[src/rtl/regfile_dump_ctrl.sv]
// Sweeps CPU registers R0..R15 over the four-phase debug read port into a shadow buffer.
// Each handshake phase is bounded by TIMEOUT_CYCLES; timeouts force progress and set a sticky error.
module regfile_dump_ctrl #(
    parameter int TIMEOUT_CYCLES = 64,
    parameter bit AUTO_RESTART   = 1'b0
) (
    input  logic        PCLK,
    input  logic        RST,
    input  logic        start,
    output logic        regfile_request,
    output logic [3:0]  regfile_ra,
    input  logic        regfile_grant,
    input  logic [15:0] regfile_rd,
    input  logic [3:0]  sel,
    output logic [15:0] sel_data,
    output logic [15:0] valid_mask,
    output logic        busy,
    output logic        done,
    output logic        timeout_err
);

    localparam int CW = (TIMEOUT_CYCLES > 2) ? $clog2(TIMEOUT_CYCLES) : 1;
    localparam logic [CW-1:0] CNT_LAST = CW'(TIMEOUT_CYCLES - 1);

    typedef enum logic [1:0] {S_IDLE, S_REQ, S_REL} state_t;

    state_t        state_q, state_d;
    logic [CW-1:0] cnt_q, cnt_d;
    logic [3:0]    ra_q, ra_d;
    logic          req_q, req_d;
    logic [15:0]   mask_q, mask_d;
    logic          done_q, done_d;
    logic          terr_q, terr_d;
    logic          grant_q;
    logic          shadow_we;
    logic [15:0]   shadow_q [16];

    logic grant_rise;
    logic cnt_last;

    // Only a fresh low-to-high grant counts; a grant already high is stale.
    assign grant_rise = regfile_grant & ~grant_q;
    assign cnt_last   = (cnt_q == CNT_LAST);

    always_ff @(posedge PCLK) begin
        if (RST) begin
            state_q <= S_IDLE;
            cnt_q   <= '0;
            ra_q    <= '0;
            req_q   <= 1'b0;
            mask_q  <= '0;
            done_q  <= 1'b0;
            terr_q  <= 1'b0;
            grant_q <= 1'b0;
            for (int i = 0; i < 16; i++) begin
                shadow_q[i] <= '0;
            end
        end else begin
            state_q <= state_d;
            cnt_q   <= cnt_d;
            ra_q    <= ra_d;
            req_q   <= req_d;
            mask_q  <= mask_d;
            done_q  <= done_d;
            terr_q  <= terr_d;
            grant_q <= regfile_grant;
            if (shadow_we) begin
                shadow_q[ra_q] <= regfile_rd;
            end
        end
    end

    always_comb begin
        state_d   = state_q;
        cnt_d     = cnt_q;
        ra_d      = ra_q;
        req_d     = req_q;
        mask_d    = mask_q;
        done_d    = 1'b0;
        terr_d    = terr_q;
        shadow_we = 1'b0;
        case (state_q)
            S_IDLE: begin
                if (start) begin
                    state_d = S_REQ;
                    req_d   = 1'b1;
                    ra_d    = '0;
                    mask_d  = '0;
                    cnt_d   = '0;
                end
            end
            S_REQ: begin
                cnt_d = cnt_q + 1'b1;
                if (grant_rise) begin
                    shadow_we    = 1'b1;
                    mask_d[ra_q] = 1'b1;
                    req_d        = 1'b0;
                    state_d      = S_REL;
                    cnt_d        = '0;
                end else if (cnt_last) begin
                    terr_d  = 1'b1;
                    req_d   = 1'b0;
                    state_d = S_REL;
                    cnt_d   = '0;
                end
            end
            S_REL: begin
                cnt_d = cnt_q + 1'b1;
                if (!regfile_grant || cnt_last) begin
                    if (regfile_grant) begin
                        terr_d = 1'b1;
                    end
                    cnt_d = '0;
                    if (ra_q == 4'd15) begin
                        done_d = 1'b1;
                        if (AUTO_RESTART) begin
                            ra_d    = '0;
                            req_d   = 1'b1;
                            mask_d  = '0;
                            state_d = S_REQ;
                        end else begin
                            state_d = S_IDLE;
                        end
                    end else begin
                        ra_d    = ra_q + 4'd1;
                        req_d   = 1'b1;
                        state_d = S_REQ;
                    end
                end
            end
            default: state_d = S_IDLE;
        endcase
    end

    always_comb begin
        regfile_request = req_q;
        regfile_ra      = ra_q;
        busy            = (state_q != S_IDLE);
        done            = done_q;
        timeout_err     = terr_q;
        valid_mask      = mask_q;
        sel_data        = shadow_q[sel];
    end

endmodule

[config.mk]
export PLATFORM = sky130hd
export DESIGN_NAME = regfile_dump_ctrl
export DESIGN_NICKNAME = d
export VERILOG_FILES = /design/src/rtl/regfile_dump_ctrl.sv
export SDC_FILE = /design/constraint.sdc
export NUM_CORES = 1
export LEC_CHECK = 0
export ABC_AREA = 1
export CAP_MARGIN = 0
export CORE_MARGIN = 2
export CORE_UTILIZATION = 50
export CTS_CLUSTER_SIZE = 40
export DETAILED_ROUTE_END_ITERATION = 7
export GPL_ROUTABILITY_DRIVEN = 0
export PLACE_DENSITY_LB_ADDON = 0.2
export SLEW_MARGIN = 15
export SYNTH_ARGS = -nofsm -noshare
export SYNTH_HDL_FRONTEND = slang
export SYNTH_SLANG_ARGS = --single-unit
[constraint.sdc]
create_clock -name PCLK -period 2.57 [get_ports PCLK]
set_input_delay 0.514 -clock PCLK [delete_from_list [all_inputs] [get_ports PCLK]]
set_output_delay 0.514 -clock PCLK [all_outputs]
set_load 0.01 [all_outputs]
==> summary.md, run 1 <==
The power consumption is 11.04 mW, and the time the worst path needs with I/O delays and setup is 2.685 ns. After clock tree synthesis, the clock-pin slew on the worst setup and hold paths is 0.06 ns. Hold buffer count at CTS: 0. The max-slew violation total from the final report is 0, and the register bit total from synthesis is 288. For the number of failing hold endpoints at the final stage, the log shows 0. The final reports fail on setup timing. Synthesis produced a netlist with a net count of 1,341. STA classifies the critical path startpoint as a flop. The detailed router finished its first iteration with 1,070 violations.

Using the TritonRoute via totals, the vias-per-cell ratio works out to 5.620. The floorplan step set the die width to 165.3 um. Detailed placement ended at an HPWL of 21,280 um.

The number of cell instances on the worst register-to-register path is 6. Walking the worst path, the cells encountered are nor2_1 > nor2_1 > o21ai_0 > o21ai_0 > o211ai_1 > nand2_1 > clkdlybuf4s50_1. Count of warnings emitted by yosys: 0.

The logs give 53,220 um for the global-route wire length before repair and 59 for the number of rows in the core area. The vias after detailed routing is 9,851, and the number of different library cells in the post-synthesis netlist is 31. The worst path uses 104.5% of the clock period. CTS saw 288 sinks. The peak fanout along the critical path came out at 1.

In this run, CTS created clock tree buffers numbering 30. The endpoint arrival time on the critical path is 2.17 ns. The clock root buffer master was sky130_fd_sc_hd__clkbuf_16. The path with the worst hold slack has its endpoint at valid_mask[3].

Entering global routing, the biggest net connects 42 pins. For the first-pass iteration count of the detailed router, the log shows 7. For the via count of the first global-routing pass, the log shows 9,540. For the minimum setup slack among reg-to-reg paths, the log shows 0.52 ns.

For this design the static power due to leakage is 6.143 nW. Synthesis produced 1,308 cells. During I/O placement, the number of pins put on the boundary was 64. The cell area after placement was 14,510 um2. The average instance in the mapped netlist occupies 9.942 um2. The clock passes through at most 3 buffers.

The post-synthesis instance area is 13,000 um2, and the number of enable flip-flop cells after synthesis is 256. The number of antenna violations at the first check in global routing is 0, and the sequential share of the synthesized area is 64.04%. The worst setup path is of the flop to output pin kind.

For the worst-skew pair, the clock arrives at the later sink with an insertion delay of 0.56 ns. Maximum resistive drop on vdd: 521.3 uV. The largest single stage delay on the critical path is 0.50 ns. For the pin with the worst max-slew slack, the measured transition is 1.104 ns. Area of all placed cells without fillers: 15,540 um2.

The core box area came out at 25,760 um2. Among all stages on the critical path, the largest delay is contributed by sky130_fd_sc_hd__clkdlybuf4s50_1. The total grt overflow came out at 0. Setup repair after global routing could not meet its margin everywhere. Max-cap violations in this run came to 0. The number of antenna-violating nets in the routed design was 0. The worst min-delay path startpoint was valid_mask[3].

The die covers 27,310 um2. The worst hold-check slack is 0.4506 ns. The critical path capture point type is an output pin. The tools report the smallest setup slack after layout as -0.1150 ns. The global-route usage over all layers is 25.54%. The startpoint identified for the worst register-to-register timing path is state_q[0].

The average detailed-routed wire length per instance is 19.39 um. The worst hold path passes through 2 cells. After detailed routing, the total wire length is 34,000 um.

TritonCTS built the clock tree. The destination of the worst register-to-register timing path was valid_mask[14]. The tightest slew margin relative to the limit came out at 25.97%. The run finished, with violations left. Clock skew on the completed layout was measured at 0.006901 ns. For the number of nets in the finished design, the log shows 1,429. Data on the critical path is required at its endpoint by 2.06 ns. Of all flip-flops after synthesis, the portion carrying an async set or reset was 0%. The fraction of final layout cells sized beyond drive strength 1 works out to 10.58%. The tightest min-delay check is of the flop to flop type. The effective utilization at floorplan is 50.47%, and the number of buffers added on ports is 63. The floorplan die height came out at 165.3 um. The most used flip-flop cell after synthesis is sky130_fd_sc_hd__edfxtp_1. The tools report the number of inserted diodes as 0.

The layout overhead on the synthesized area is 19.50%. After detailed routing, the number of remaining DRC violations is 0. Power spread over the standard cell area amounts to 710.4 nW/um2. The logs give 2 for the final-report setup violation count and 372.4 MHz for the highest attainable clock frequency. The H-tree depth came out at 1.
==> state kept, by name (all words and copies together) (netlist names) <==
signal           cells
state_q              2
valid_mask          16
grant_q              1
done                 1
regfile_ra           4
cnt_q                6
timeout_err          1
regfile_request      1
shadow_q           256
==> cell families after synthesis <==
logic type	synth area share, %
xor gates and xnor gates	0.1347
and+or+nand+nor	18.72
AOI/OAI and AO/OA	10.97
DFF	64.04
adders and majority gates	0.8660
buffers and inverters	5.263
==> report_power, final <==
part | internal (mW) | leakage (nW) | switching (mW)
Sequential | 5.30 | 2.90 | 0.0838
Clock | 2.29 | 0.440 | 1.77
Combinational | 0.572 | 2.80 | 1.03
==> per-stage QoR <==
step	util [%]	worst slack [ns]	instances	setup TNS, ns
after global placement	56.32	-0.2782	1694	-2.426
after detailed placement	56.32	-0.2917	1694	-2.655
final	60.32	-0.1150	1753	-0.1636
after floorplan	-	0.3008	1308	0
after CTS	60.24	-0.1167	1753	-0.4351
after global routing	60.32	-0.1935	1753	-0.3269
==> synthesized netlist by cell type, drive strengths merged (2+ instances only) <==
master	n	area [um2]
a21oi	31	155.2
buf	42	267.8
clkbuf	47	176.4
dfxtp	32	640.6
edfxtp	256	7687
ha	9	112.6
inv	63	236.5
nand2	89	424.2
nand3	35	175.2
nand4	2	12.51
nor2	478	1802
nor3	2	21.27
o211ai	64	480.5
o21ai	151	755.7
==> placed cells by master, fill, tap and decap left out, types with 32 or more instances in the layout <==
master,n
sky130_fd_sc_hd__nor2_1,477
sky130_fd_sc_hd__edfxtp_1,256
sky130_fd_sc_hd__o21ai_0,141
sky130_fd_sc_hd__nand2_1,73
sky130_fd_sc_hd__o211ai_1,64
sky130_fd_sc_hd__inv_1,59
sky130_fd_sc_hd__buf_4,50
sky130_fd_sc_hd__clkdlybuf4s50_1,46
sky130_fd_sc_hd__nand3_1,35
sky130_fd_sc_hd__dfxtp_1,32
==> area by class of cell <==
| cell class | count | area (um2) |
|---|---|---|
| clock inverters | 15 | 93.84 |
| flip-flops and latches | 288 | 8328 |
| multi-input cells | 867 | 3996 |
| inverters | 64 | 247.7 |
| repair buffers | 145 | 1649 |
| well taps | 335 | 419.2 |
| clock buffers | 39 | 805.8 |
| fillers | 2165 | 10220 |
==> metal layers <==
metal,share of wire [%],track usage [%],vias up
met5,0,0,-
met4,2.7,6.798,0
met1,42,35.13,4768
met3,6.6,3.047,69
li1,-,-,4625
met2,49,43.22,389
==> worst max-delay path, delay by kind of cell (launching register included) <==
kind	cells	cell delay (ns)
AO/OA/AOI/OAI	3	0.42
buffers and inverters	1	0.50
flip-flops	1	0.38
AND/OR/NAND/NOR	3	0.31
==> worst max path at each step <==
stage,from,to,slack [ns],depth (start not counted)
floorplan,state_q[1],shadow_q[3][0],0.30,8
global placement,sel[0],sel_data[7],-0.28,9
detailed placement,sel[0],sel_data[7],-0.29,9
CTS,shadow_q[1][9],sel_data[9],-0.12,7
global route,shadow_q[1][9],sel_data[9],-0.19,7
finish,shadow_q[1][9],sel_data[9],-0.11,7
==> timing repair <==
item	CTS	global route
setup buffers	2	0
gates cloned	3	0
setup endpoints to repair	16	8
gates resized for setup	18	13
pin swaps	6	7
Note: power is estimated with default switching activity, not from simulation.
==> run 2, diff against run 1 <==
==> constraint.sdc (replaced) <==
create_clock -name PCLK -period 2.57 [get_ports PCLK]
set_input_delay 0.514 -clock PCLK [delete_from_list [all_inputs] [get_ports PCLK]]
set_output_delay 0.514 -clock PCLK [all_outputs]
set_load 0.005 [all_outputs]
==> run 2 against run 1 <==
The flow now finishes without violations. Setup slack gained 0.18 ns. Fmax up 7.2%. Routed wire length rose by 1.6%. Sequential power barely moved. First-iteration DRC count shrank 1.5%. Sequential cell count unchanged. Critical endpoint is now sel_data[2].
==> summary.md, run 2 (synthesis gave the netlist of run 1 again) <==
The max-slew violation total from the final report is 0, and the pin count of the biggest net entering global routing is 39. Dividing the detail-routed wire length by the instance count gives 19.70 um. The first global-routing pass estimated 54,120 um of wire. Most common cell after layout, fill and taps aside: sky130_fd_sc_hd__nor2_1. VDD sags by at most 532.8 uV. The number of antenna-violating nets in the routed design is 0, and the number of inserted diodes is 0. In this run the core area contains 59 standard-cell rows.

Clock transition at the registers of the reported paths: 0.06 ns. shadow_q holds more flip-flops than any other register. In this run the number of cells on the critical path is 11.

The routed design has 34,550 um of wire. The analysis attributes to cell leakage a power of 6.310 nW. TritonCTS created 30 clock buffers. The smallest clock period supported by the final layout is computed as 2.504 ns. For the remaining design rule violation count, the log shows 0. During I/O placement, the number of pins put on the boundary was 64.

The finished cells cover 15,820 um2. In this run the worst path has a maximum fanout of 12. After clock tree synthesis, the flow added hold-fix buffers numbering 0. The tools report the launching element type of the critical path as an input pin. The number of buffers on the longest clock path came out at 3. The longest individual stage delay on the worst path is 0.28 ns.

The worst setup skew after layout came out at 0.01043 ns. Start-to-end type of the worst setup path: input pin to output pin. The core box area is 25,760 um2, and the half-perimeter wire length after placement is 20,850 um. The highest attainable clock frequency is 399.4 MHz.

The worst hold path belongs to the class flop to flop. The number of sinks on the clock net was 288. Setup repair after global routing could not meet its margin everywhere. For this block, the via count after detailed routing is 9,854. In the global route stage, overall resource usage came out at 26.05%.

Adding up every negative setup slack in the final design gives 0 ns. The largest individual stage delay along the critical path comes from the cell sky130_fd_sc_hd__dlygate4sd2_1. The number of flip-flops in the largest register works out to 256.

Overall power consumption after layout is estimated at 11.39 mW. The floorplan die height is 165.3 um. The signal on the critical path passes through buf_12 > inv_12 > buf_4 > bufbuf_16 > nor2_1 > nor2_1 > o21ai_0 > o211ai_1 > o211ai_1 > nand2_1 > dlygate4sd2_1.

Port buffering added 63 buffers. The worst setup path is captured at an output pin. Clock latency on the worst-skew pair, taken at its later pin, is 0.55 ns. The setup check on the worst reg-to-reg path leaves a slack of 0.49 ns. The area growth from synthesis to layout is 21.65%. For the required time of the critical path, the log shows 2.06 ns. Clock root buffer master: sky130_fd_sc_hd__clkbuf_16.

On the critical path the largest part of the delay comes from buffers and inverters. The tools report the DRC violation total after the first TritonRoute iteration as 1,054. The tightest slew margin relative to the limit was 25.39%; the via count of the first global-routing pass was 9,661. The effective utilization at floorplan is 50.47%, and the fraction of final layout cells sized beyond drive strength 1 is 10.99%.

For this run, the post-layout net count is 1,428. In the layout the commonest cells are sky130_fd_sc_hd__nor2_1 (477), sky130_fd_sc_hd__edfxtp_1 (256), sky130_fd_sc_hd__o21ai_0 (137). The number of cell instances on the worst register-to-register path works out to 6. Number of failing hold endpoints at the final stage: 0. H-tree depth: 1. The flow ran to the end, and the final reports show no timing, DRC or antenna violations. The number of antenna violations at the first check in global routing was 0.

The share of the clock period used by the worst path came out at 97.43%. The first detailed-routing pass ran for 5 iterations. Setup violations remaining at the end of the flow were counted as 0. At the pin with the least slew margin, the transition time is 1.112 ns. The logs give 27,310 um2 for the overall die area and 2,126 for the final-layout fill cell count.

The tool flagged a number of max-cap violations equal to 0. The worst hold path was traced through 2 stages. The number of buffers and inverters on the critical path is 5. For this design the ratio of total power to cell area is 719.8 nW/um2. The run gives 14,480 um2 as the cell area after placement. The ratio of routed vias to standard cells works out to 5.618. The endpoint arrival time on the critical path is 1.99 ns.

TritonCTS built the clock tree. The die is 165.3 um wide. After global routing the overflow that remains totals 0.
run 2: changes by cell type in the layout (fill, tap and decap cells not counted), moves of 4 or more:
cell	delta
sky130_fd_sc_hd__dlymetal6s2s_1	+5
sky130_fd_sc_hd__o21ai_1	+4
sky130_fd_sc_hd__buf_12	+4
sky130_fd_sc_hd__o21ai_0	-4
sky130_fd_sc_hd__buf_4	-12
sky130_fd_sc_hd__buf_16	+4
run 2: where the power goes:
| group | internal (mW) | total [mW] | switching [mW] |
|---|---|---|---|
| clock | 2.60 | 4.38 | 1.78 |
| combinational | 0.603 | 1.63 | 1.02 |
| sequential | 5.30 | 5.38 | 0.0864 |
| total | 8.50 | 11.4 | 2.89 |
run 2: repair_timing:
item / 4_1_cts / 5_1_grt
buffers inserted: 3 / 3
pin swaps: 19 / 12
setup endpoints to repair: 16 / 11
cloned: 7 / 0
resized for setup: 31 / 15
run 2: cell type report:
class | count | area (um2) | share of cell area (%)
multi-input combinational | 867 | 3996 | 25.26
clock buffer | 38 | 802.0 | 5.070
tap | 335 | 419.2 | 2.650
inverter | 64 | 252.7 | 1.598
clock inverter | 18 | 187.7 | 1.186
timing repair buffer | 144 | 1833 | 11.59
sequential | 288 | 8328 | 52.65
run 2: final timing paths:
check / from / end
max reg2reg: state_q[0] / valid_mask[1]
min reg2reg: valid_mask[4] / valid_mask[4]
min: valid_mask[4] / valid_mask[4]
max: sel[0] / sel_data[2]
run 2: per-layer routing:
metal	part of all wire, %	track usage (%)
met3	6.5	3.472
met2	49	43.79
met4	2.5	7.549
met1	42	35.61
met5	0	0
run 2: through the flow:
stage               cells  hold slack (ns)  setup slack (ns)  utilization (%)
floorplan            1308           0.4466            0.3008                -
global placement     1685           0.4374           -0.1517            56.20
detailed placement   1685           0.4445           -0.1724            56.20
CTS                  1751           0.4565          -0.03906            61.18
global route         1754           0.4733          -0.03934            61.40
finish               1754           0.4532           0.06598            61.40
run 2: worst register-to-register path, cell delays in order (launching register included):
cell and delay [ns]:
sky130_fd_sc_hd__dfxtp_1 0.38, sky130_fd_sc_hd__inv_1 0.08, sky130_fd_sc_hd__ha_1 0.21, sky130_fd_sc_hd__inv_2 0.12
sky130_fd_sc_hd__nor2_1 0.12, sky130_fd_sc_hd__o31ai_2 0.89, sky130_fd_sc_hd__a21oi_1 0.11
